===== src/rtl/acs_unit.sv =====
// acs_unit: add-compare-select stage of a K=3, rate-1/2 hard-decision Viterbi
// decoder, with the branch metrics computed in the same cycle.
// Each valid received symbol updates the four state path metrics. The block
// records one survivor decision per state and renormalises the metrics so
// that the smallest one is always 0.
//
// Ports
//   clk         rising-edge clock
//   rst         synchronous, active-high reset
//   valid_i     rx_sym_i carries a symbol this cycle
//   sof_i       start of frame; the metrics restart from the init values
//   rx_sym_i    received symbol, [0] = code bit 0, [1] = code bit 1
//   dec_bits_o  survivor decision per state (1 = higher-indexed predecessor)
//   pm_s0_o..pm_s3_o  registered, normalised path metrics
//   valid_o     one-cycle pulse after each symbol update
module acs_unit #(
  parameter int unsigned PM_WIDTH = 8,
  parameter int unsigned INIT_PM  = 2**(PM_WIDTH-2),
  parameter logic [2:0]  G0       = 3'b111,
  parameter logic [2:0]  G1       = 3'b101
) (
  input  logic                clk,
  input  logic                rst,
  input  logic                valid_i,
  input  logic                sof_i,
  input  logic [1:0]          rx_sym_i,
  output logic [3:0]          dec_bits_o,
  output logic [PM_WIDTH-1:0] pm_s0_o,
  output logic [PM_WIDTH-1:0] pm_s1_o,
  output logic [PM_WIDTH-1:0] pm_s2_o,
  output logic [PM_WIDTH-1:0] pm_s3_o,
  output logic                valid_o
);

  localparam int unsigned          CW      = PM_WIDTH + 1;
  localparam logic [PM_WIDTH-1:0]  LP_INIT = PM_WIDTH'(INIT_PM);

  // Hamming distance between the expected code pair for taps {u, p[1], p[0]}
  // and the received symbol.
  function automatic logic [1:0] branch_metric(input logic [2:0] taps,
                                               input logic [1:0] rx);
    logic c0;
    logic c1;
    c0 = ^(G0 & taps);
    c1 = ^(G1 & taps);
    return {1'b0, c0 ^ rx[0]} + {1'b0, c1 ^ rx[1]};
  endfunction

  logic [PM_WIDTH-1:0] r_pm [4];
  logic [3:0]          r_dec;
  logic                r_valid;

  logic [PM_WIDTH-1:0] w_base [4];
  logic [CW-1:0]       w_surv [4];
  logic [PM_WIDTH-1:0] w_norm [4];
  logic [3:0]          w_dec;
  logic [CW-1:0]       w_min01;
  logic [CW-1:0]       w_min23;
  logic [CW-1:0]       w_min;

  // A start-of-frame symbol is decoded against the init metrics rather than
  // against whatever the previous frame left behind.
  always_comb begin
    if (sof_i && valid_i) begin
      w_base[0] = '0;
      w_base[1] = LP_INIT;
      w_base[2] = LP_INIT;
      w_base[3] = LP_INIT;
    end else begin
      w_base[0] = r_pm[0];
      w_base[1] = r_pm[1];
      w_base[2] = r_pm[2];
      w_base[3] = r_pm[3];
    end
  end

  // State s = {newest bit, previous bit}. Its predecessors are {s[0], 0}
  // and {s[0], 1} with input u = s[1], so the encoder taps {u, p} for each
  // branch are just {s, k}.
  for (genvar gs = 0; gs < 4; gs++) begin : g_acs
    localparam logic [1:0] S    = 2'(gs);
    localparam logic [1:0] P_LO = {S[0], 1'b0};
    localparam logic [1:0] P_HI = {S[0], 1'b1};

    logic [CW-1:0] w_cand_lo;
    logic [CW-1:0] w_cand_hi;
    logic [CW-1:0] w_diff;

    assign w_cand_lo = {1'b0, w_base[P_LO]} + CW'(branch_metric({S[1], P_LO}, rx_sym_i));
    assign w_cand_hi = {1'b0, w_base[P_HI]} + CW'(branch_metric({S[1], P_HI}, rx_sym_i));

    // Ties go to the lower-indexed predecessor.
    assign w_dec[gs]  = (w_cand_hi < w_cand_lo);
    assign w_surv[gs] = w_dec[gs] ? w_cand_hi : w_cand_lo;

    assign w_diff      = w_surv[gs] - w_min;
    assign w_norm[gs]  = w_diff[PM_WIDTH] ? '1 : w_diff[PM_WIDTH-1:0];
  end

  assign w_min01 = (w_surv[0] <= w_surv[1]) ? w_surv[0] : w_surv[1];
  assign w_min23 = (w_surv[2] <= w_surv[3]) ? w_surv[2] : w_surv[3];
  assign w_min   = (w_min01 <= w_min23) ? w_min01 : w_min23;

  always_ff @(posedge clk) begin
    if (rst) begin
      r_pm[0] <= '0;
      r_pm[1] <= LP_INIT;
      r_pm[2] <= LP_INIT;
      r_pm[3] <= LP_INIT;
      r_dec   <= '0;
      r_valid <= 1'b0;
    end else begin
      r_valid <= valid_i;
      if (valid_i) begin
        for (int unsigned i = 0; i < 4; i++) begin
          r_pm[i] <= w_norm[i];
        end
        r_dec <= w_dec;
      end else if (sof_i) begin
        // Frame restart without a symbol: reload metrics, decisions hold.
        r_pm[0] <= '0;
        r_pm[1] <= LP_INIT;
        r_pm[2] <= LP_INIT;
        r_pm[3] <= LP_INIT;
      end
    end
  end

  assign pm_s0_o    = r_pm[0];
  assign pm_s1_o    = r_pm[1];
  assign pm_s2_o    = r_pm[2];
  assign pm_s3_o    = r_pm[3];
  assign dec_bits_o = r_dec;
  assign valid_o    = r_valid;

endmodule


===== config.mk =====
export PLATFORM = sky130hd
export DESIGN_NAME = acs_unit
export DESIGN_NICKNAME = d
export VERILOG_FILES = /design/src/rtl/acs_unit.sv
export SDC_FILE = /design/constraint.sdc
export NUM_CORES = 1
export LEC_CHECK = 0
export ABC_AREA = 1
export BUFFER_PORTS_ARGS = -buffer_cell sky130_fd_sc_hd__buf_2
export CORE_ASPECT_RATIO = 1.5
export CORE_UTILIZATION = 58
export DETAILED_ROUTE_END_ITERATION = 16
export GPL_ROUTABILITY_DRIVEN = 0
export GPL_TIMING_DRIVEN = 0
export PLACE_DENSITY = 0.84
export SYNTH_ARGS = -nofsm -noshare
export SYNTH_HDL_FRONTEND = slang
export SYNTH_SLANG_ARGS = --single-unit

===== constraint.sdc =====
create_clock -name clk -period 8.1 [get_ports clk]
set_clock_uncertainty 0.15 [all_clocks]
set_input_delay 1.62 -clock clk [delete_from_list [all_inputs] [get_ports clk]]
set_output_delay 1.62 -clock clk [all_outputs]
set_load 0.01 [all_outputs]

==> results of run 1 <==
==> cells by family after synthesis <==
| group | Yosys count |
|---|---|
| flops | 37 |
| buf+inv | 234 |
| simple gates | 781 |
| xor+xnor | 40 |
| compound gates | 113 |
| fa+ha+maj | 80 |
==> metrics by stage <==
| stage | setup TNS (ns) | util (%) |
|---|---|---|
| CTS | -1.99 | 75.1 |
| detailed placement | -64.80 | 63.2 |
| global placement | -60.11 | 63.2 |
| floorplan | 0 | - |
==> metal layers <==
metal  track usage [%]  GRT overflow
met2              90.7            16
met4              77.1            16
met1              77.3             4
met3              71.2             3
met5              45.2             0
==> what timing repair did <==
action | in CTS
buffers inserted | 63
resized for setup | 220
pin swaps | 70
hold buffers | 0
endpoints found under the setup margin | 32
gates cloned | 2
==> results by group, run 1 <==
Run status
  • Stage reached: global routing (5_1_grt)
  • First Err: [ERROR GRT-0232] Routing congestion too high. Check the congestion heatmap in the GUI.
  • Status: did not finish

Place
  • Standard cell area after detailed placement: just under 8000 um^2
  • Detailed placer's ending HPWL: 18700 um
  • # placed instances: between 1000 and 1500
  • Port Buf Inserts: 42
  • Pre-CTS setup slack: -2.07 ns

Synth
  • Average size of a mapped cell: a little under 6 um^2
  • Compound-gate portion of the synthesized area: between 8 and 9%
  • Cell with the most instances after synthesis: nand2_1
  • Area share of xor/xnor cells in the synthesized design: approximately 4.7%
  • Sequential share of the synthesized area: between 10% and 20%
  • Number of enable-type register cells in the synthesized netlist: 16
  • Yosys top cell area share: between 20 and 25%
  • Gate Count Post-Synth: ~1300
  • Net count after synthesis: 1371
  • Async S/R FF share, synth: 0%
  • Count of warnings emitted by yosys: 0
  • Netlist cell types: 45
  • Synth top cells by count: nand2_1, inv_1, nand3_1, ha_1, nor2_1
  • Mux contribution to synthesized area: 0%
  • Fraction of the mapped netlist area in simple logic gates: about 48%
  • Primary flip-flop cell chosen by synthesis mapping: dfxtp_1
  • Post-synthesis adder-cell area fraction: 13.6%
  • Top cells by area in the synthesized netlist: nand2_1, ha_1, inv_1
  • Largest family of logic cells by synthesized area: simple AND/OR/NAND/NOR gates
  • Netlist area before placement: roughly 7400 um^2
  • Cell taking the most area after synthesis: nand2_1
  • Flip-flop and latch count after synthesis: 37

Die
  • Initial standard-cell utilization of the core: approximately three fifths
  • Chip Width: ~94 um
  • Die Height: 140 um
  • Number of rows in the core area: 50
  • Number of ports placed on the die boundary: between 40 and 50

Clocking
  • Count of H-tree levels built during CTS: 2
  • Bufs on Longest Clock Path: 2
  • Buffer cell driving the clock tree root: clkbuf_16
  • Clock net sink count: 37
  • Number of buffers created by CTS: 5

STA
  • Worst EP Category: sequential cell input
  • Grt repair worst endpoint: r_pm[0][1]$_SDFFE_PP0P_/D

GRT
  • Maximum number of pins on one net before global-route repair: 13
  • Gr usage total: between 70% and 80%
  • Total congestion overflow: 39
==> run 2: changes to the inputs <==
--- a/config.mk
+++ b/config.mk
@@ -7,12 +7,11 @@
 export LEC_CHECK = 0
 export ABC_AREA = 1
 export BUFFER_PORTS_ARGS = -buffer_cell sky130_fd_sc_hd__buf_2
-export CORE_ASPECT_RATIO = 1.5
-export CORE_UTILIZATION = 58
+export CORE_UTILIZATION = 40
 export DETAILED_ROUTE_END_ITERATION = 16
 export GPL_ROUTABILITY_DRIVEN = 0
 export GPL_TIMING_DRIVEN = 0
-export PLACE_DENSITY = 0.84
+export PLACE_DENSITY_LB_ADDON = 0.15
 export SYNTH_ARGS = -nofsm -noshare
 export SYNTH_HDL_FRONTEND = slang
 export SYNTH_SLANG_ARGS = --single-unit
==> constraint.sdc (replaced) <==
create_clock -name clk -period 10.5 [get_ports clk]
set_clock_uncertainty 0.15 [all_clocks]
set_input_delay 2.1 -clock clk [delete_from_list [all_inputs] [get_ports clk]]
set_output_delay 2.1 -clock clk [all_outputs]
set_load 0.01 [all_outputs]
==> run 2 against run 1 <==
  * The flow now finishes without violations
  * Synthesized cell count is the same
  * Synthesized area is the same
==> results by group, run 2 <==
Run status
  • Status: finished, final reports clean

Place
  • # placed instances: 1556 (+4.9%)
  • Detailed placer's ending HPWL: 20400 um (+9.5%)
  • Port Buf Inserts: 42 (unchanged)

Clocking
  • Clock net sink count: 37 (unchanged)
  • Count of H-tree levels built during CTS: 2 (unchanged)
  • Buffer cell driving the clock tree root: clkbuf_16
  • Clock Latency Late Sink: approximately 0.30 ns
  • Worst-path clk slew: roughly 0.06 ns
  • CTS tree: built
  • Bufs on Longest Clock Path: 2 (unchanged)
  • Number of buffers created by CTS: 5 (unchanged)
  • Total of hold buffers inserted after clock tree synthesis: 0 (unchanged)

Die
  • Die Height: 138 um (-1.7%)
  • Number of ports placed on the die boundary: 43 (unchanged)
  • Core footprint: roughly 18000 um^2
  • Chip Width: 138 um (+46%)
  • Number of rows in the core area: 49 (-2.0%)
  • Initial standard-cell utilization of the core: 41.1% (-18 points)
  • Area of the die: between 15000 and 20000 um^2

Worst setup path
  • Crit start category: input pin
  • Data arrival time of the critical path: a little under 10 ns
  • Most Frequent Cell on Critical Path: nand2_1
  • Critical path peak fanout: 17
  • Capturing element type of the critical path: register
  • Required time reported for the critical path endpoint: 10.41 ns
  • Highest cell delay on the worst timing path: roughly 0.46 ns
  • Register-to-register setup slack: around 2.3 ns
  • Critical path class: in2reg
  • CP max-delay cell: o21ai_0

Final layout
  • Final core utilization: between 40% and 50%
  • Flip-flop count of the largest register after layout: 32
  • Number of standard cells in the layout, taps in and fillers out: 1568
  • Fraction of final layout cells with drive strength greater than 1: around 15%
  • Top library cells by usage in the layout, fill and taps aside: nand2_1, inv_1, nand3_1
  • Area Growth Syn to Fin: 10.9%
  • Layout Nets: approximately 1400
  • Most flops, register: r_pm
  • Antenna cells: 0
  • Most common library cell in the layout ignoring fill and taps: nand2_1
  • Number of filler cells placed in the layout: 1979

Synth
  • Yosys top cell area share: 23.0% (unchanged)
  • Flip-flop and latch count after synthesis: 37 (unchanged)
  • Primary flip-flop cell chosen by synthesis mapping: dfxtp_1
  • Sequential share of the synthesized area: 12.2% (unchanged)
  • Count of warnings emitted by yosys: 0 (unchanged)
  • Net count after synthesis: 1371 (unchanged)
  • Cell taking the most area after synthesis: nand2_1
  • Async S/R FF share, synth: 0% (unchanged)
  • Netlist area before placement: 7400 um^2 (unchanged)
  • Top cells by area in the synthesized netlist: nand2_1, ha_1, inv_1
  • Netlist cell types: 45 (unchanged)
  • Synth top cells by count: nand2_1, inv_1, nand3_1, ha_1, nor2_1
  • Number of enable-type register cells in the synthesized netlist: 16 (unchanged)
  • Gate Count Post-Synth: 1285 (unchanged)
  • Cell with the most instances after synthesis: nand2_1
  • Average size of a mapped cell: 5.76 um^2 (unchanged)

STA
  • Maximum achievable frequency: a little over 0.1 GHz
  • Post-route minimum period: between 9 and 10 ns
  • WHS: about 0.31 ns
  • Setup repair after global routing missed its margin: no
  • Final setup TNS: 0 ns
  • Final number of max-transition violations: 0
  • Rel. slew slack: between 10% and 20%
  • Ratio of final minimum period to clock period: a little over nine tenths
  • Number of endpoints failing setup at the final stage: 0
  • Slew at the pin closest to its max-slew limit: approximately 1.3 ns
  • Final Hold Viols: 0

GRT
  • First-pass GRT wire length: approximately 38000 um
  • Maximum number of pins on one net before global-route repair: 18
  • Total congestion overflow: 0
  • Via count of the first global-routing pass: slightly above 7000
  • Gr usage total: 25.4%
  • Number of antenna violations at the first check in global routing: 0

Route
  • Count of antenna-violating nets left after detailed routing: 0
  • DRC Markers: 0
  • Total via count in the routed design: ~8000
  • Starting DRC count in detailed routing: between 600 and 700
  • Post-DR vias/cell: about 5.1
  • 1st-pass router iterations: 5
  • Routed length per instance: roughly 16 um
  • Total detailed-routing wirelength: roughly 24000 um

Flow run
  • Max-cap violations: 0

Worst hold path
  • Worst Hold Class: reg2reg
==> run 2: cell counts after synthesis <==
Identical to the previous run, type by type.
==> run 2: per-stage QoR <==
step | instance area (um^2) | worst slack [ns]
after CTS | 8050 | 0.234
final | 8210 | 0.625
after detailed placement | 7900 | -1.25
after global routing | 8210 | 0.00358
after global placement | 7900 | -1.31
after floorplan | 7400 | 1.53
==> run 2: kinds of logic (layout without fill, tap and decap cells) <==
group	count (synthesis)	in the layout	share of synthesized area (%)
and+or+nand+nor	781	781	48.5
AOI/OAI and AO/OA	113	113	8.45
adders and majority gates	80	80	13.6
xor gates and xnor gates	40	40	4.73
DFF	37	37	12.2
buffers and inverters	234	288	12.5
==> run 2: worst max-delay path: cells and delay by family <==
kind,cells,cell delay (ns)
AOI/OAI and AO/OA,5,1.16
buffers and inverters,11,1.14
xor gates and xnor gates,1,0.29
and+or+nand+nor,32,3.59
adders and majority gates,6,1.46
==> run 2: per-layer routing <==
| metal | wire length, um | vias up | track usage [%] |
|---|---|---|---|
| met5 | 0 | - | 0 |
| met4 | 737 | 0 | 8.85 |
| met3 | 1360 | 35 | 2.81 |
| met2 | 10700 | 237 | 40.1 |
| met1 | 11600 | 3554 | 35.7 |
| li1 | - | 4149 | - |
==> run 2: final timing paths <==
path	startpoint	end	depth (start not counted)
min reg2reg	dec_bits_o[0]	dec_bits_o[0]	2
max	sof_i	r_pm[1][3]	55
min	dec_bits_o[0]	dec_bits_o[0]	2
max reg2reg	r_pm[0][0]	r_pm[1][3]	53
==> run 2: final cells by class <==
class	count	area, um^2	share of cell area [%]
Buffer	10	88.8	1.08
Clock buffer	5	125	1.52
Clock inverter	3	21.3	0.259
Inverter	223	853	10.4
Multi-Input combinational cell	1014	5680	69.2
Sequential cell	37	901	11.0
Tap cell	229	287	3.49
Timing Repair Buffer	47	248	3.02
==> run 2: what timing repair did <==
action | 4_1_cts | 5_1_grt
buffers inserted | 0 | 5
endpoints found under the setup margin | 32 | 32
cloned | 0 | 0
gates resized for setup | 9 | 43
pin swaps | 0 | 4
Power of run 2 is left out: the tool's default activity adds up to more than one toggle a clock period on the data nets, which glitch-free logic cannot reach.
==> run 3: changes to the inputs <==
--- a/config.mk
+++ b/config.mk
@@ -7,10 +7,9 @@
 export LEC_CHECK = 0
 export ABC_AREA = 1
 export BUFFER_PORTS_ARGS = -buffer_cell sky130_fd_sc_hd__buf_2
-export CORE_UTILIZATION = 40
+export CORE_UTILIZATION = 30
 export DETAILED_ROUTE_END_ITERATION = 16
 export GPL_ROUTABILITY_DRIVEN = 0
-export GPL_TIMING_DRIVEN = 0
 export PLACE_DENSITY_LB_ADDON = 0.15
 export SYNTH_ARGS = -nofsm -noshare
 export SYNTH_HDL_FRONTEND = slang
==> run 3 against run 2 <==
  * The flow now finishes with violations (DRC)
  * Count of clock-buffer cells in the layout is the same
  * Non-clock buffer count increased by 13
  * Maximum frequency up 1.5%
  * First-iteration DRC count decreased by 14%
  * Sequential cell count unchanged
  * Cell area increased by 1.3%
  * Hold slack gained 0.0074 ns
  * Critical path type unchanged
  * Highest routed layer unchanged
==> results by group, run 3 (same netlist as run 2, synthesis figures left out) <==
Clocking
  • Worst-path clk slew: 0.07 ns (about the same)
  • Bufs on Longest Clock Path: 2 (unchanged)
  • Clock net sink count: 37 (unchanged)
  • Count of H-tree levels built during CTS: 2 (unchanged)
  • Total of hold buffers inserted after clock tree synthesis: 0 (unchanged)
  • CTS tree: built
  • Clock Latency Late Sink: 0.30 ns (about the same)
  • Number of buffers created by CTS: 5 (unchanged)
  • Buffer cell driving the clock tree root: clkbuf_16

Final layout
  • Most flops, register: r_pm
  • Flip-flop count of the largest register after layout: 32 (unchanged)
  • Antenna cells: 0 (unchanged)
  • Area Growth Syn to Fin: 12.3%
  • Top library cells by usage in the layout, fill and taps aside: nand2_1, inv_1, nand3_1
  • Most common library cell in the layout ignoring fill and taps: nand2_1
  • Layout Nets: 1437 (+0.91%)
  • Fraction of final layout cells with drive strength greater than 1: 14.7% (-0.67 points)
  • Number of filler cells placed in the layout: 2748 (+39%)
  • Sequential cell area: 901 um^2 (unchanged)
  • Multi-input combinational cell area: 5590 um^2 (-1.6%)

STA
  • Maximum achievable frequency: 0.103 GHz (+1.5%)
  • Ratio of final minimum period to clock period: 92.7% (-1.4 points)
  • Number of endpoints failing setup at the final stage: 0 (unchanged)
  • Setup repair after global routing missed its margin: no
  • Final setup TNS: 0 ns (unchanged)
  • Rel. slew slack: 55.5% (+42 points)
  • Post-route minimum period: 9.73 ns (-0.143 ns)
  • Slew at the pin closest to its max-slew limit: 0.660 ns (-0.626 ns)
  • Final number of max-transition violations: 0 (unchanged)
  • Final Hold Viols: 0 (unchanged)

Route
  • Post-DR vias/cell: 4.73 (-7.0%)
  • Routed metal-1 wire length: 12700 um (+9.3%)
  • Total met2 wirelength after detailed routing: 11300 um (+6.3%)
  • Total via count in the routed design: 7926 (-0.61%)
  • Total detailed-routing wirelength: 25300 um (+4.0%)
  • Starting DRC count in detailed routing: 564 (-14%)
  • DRC Markers: 2 (+2)
  • 1st-pass router iterations: 12 (+7)
  • Routed length per instance: 15.1 um (-2.7%)
  • Met3 WL post-DR: 971 um (-29%)
  • Count of antenna-violating nets left after detailed routing: 0 (unchanged)
  • Top routing layer in use: met4

Run status
  • Status: finished, violations left
  • Violations in the final reports: DRC

Worst setup path
  • Crit start category: input pin
  • Largest delay contributor family on the critical path: simple AND/OR/NAND/NOR gates
  • CP max-delay cell: o21ai_0
  • Data arrival time of the critical path: 9.64 ns (-0.14 ns)
  • Most Frequent Cell on Critical Path: nand2_1
  • Total stage count of the critical path: 55 (unchanged)
  • Capturing element type of the critical path: register
  • Critical path peak fanout: 17 (unchanged)
  • Required time reported for the critical path endpoint: 10.41 ns (about the same)
  • Combined buffer and inverter count along the critical path: 13 (+2)
  • Critical path class: in2reg
  • FF-to-FF path depth: 59 (+11%)
  • Highest cell delay on the worst timing path: 0.50 ns (+0.04 ns)

Die
  • Chip Width: 159 um (+15%)
  • Die Height: 159 um (+15%)
  • Number of rows in the core area: 57 (+16%)
  • Number of ports placed on the die boundary: 43 (unchanged)
  • Core footprint: 24200 um^2 (+35%)
  • Initial standard-cell utilization of the core: 30.5% (-11 points)
  • Area of the die: 25300 um^2 (+33%)

GRT
  • Gr usage total: 20.1% (-5.4 points)
  • First-pass GRT wire length: 39700 um (+4.6%)
  • Total congestion overflow: 0 (unchanged)
  • Maximum number of pins on one net before global-route repair: 33 (+15)
  • Via count of the first global-routing pass: 7332 (+4.0%)
  • Number of antenna violations at the first check in global routing: 0 (unchanged)

Worst hold path
  • Worst Hold Class: reg2reg
  • Number of cells traversed by the worst hold path: 2 (unchanged)

Place
  • Port Buf Inserts: 42 (unchanged)
  • Detailed placer's ending HPWL: 22000 um (+7.4%)

Flow run
  • Max-cap violations: 0 (unchanged)
==> run 3: worst paths after layout <==
path / startpoint / to / slack [ns]
hold / removal: dec_bits_o[2] / dec_bits_o[2] / 0.31
setup / recovery: rx_sym_i[0] / r_pm[1][2] / 0.77
hold reg to reg: dec_bits_o[2] / dec_bits_o[2] / 0.31
setup reg to reg: r_pm[0][0] / r_pm[1][2] / 2.66
==> run 3: layer usage <==
metal	vias up	GRT usage, %
li1	4176	-
met1	3579	28.4
met2	152	32.8
met3	19	1.90
met4	0	4.28
met5	-	0
==> run 3: final cells by class <==
type	count	share of cell area [%]
clock buffers	5	1.51
clock inverters	3	0.256
inverters	223	10.2
multi-input cells	1014	67.2
flip-flops and latches	37	10.8
well taps	324	4.88
repair buffers	70	5.10
==> run 3: what timing repair did <==
item,4_1_cts,5_1_grt
endpoints found under the setup margin,0,32
resized for setup,0,8
buffers inserted,0,1
==> run 3: worst reg2reg max path: cells and delay by family, from the launching register on <==
kind	cells	cell delay, ns
AND/OR/NAND/NOR	34	3.37
buffers and inverters	14	1.50
adder cells (fa/ha/maj)	6	1.38
AO/OA/AOI/OAI	5	0.74
flip-flops	1	0.47
==> run 3: stage by stage <==
stage	area, um^2	utilization [%]	hold slack [ns]	setup WS (ns)	cells
CTS	8280	34.2	0.312	0.640	1675
finish	8310	34.3	0.314	0.768	1676
floorplan	7400	-	0.337	1.53	1285
global placement	8140	33.6	0.288	0.526	1667
global route	8310	34.3	0.346	0.0429	1676
detailed placement	8140	33.6	0.295	0.366	1667
Power of run 3 is left out for the same reason.
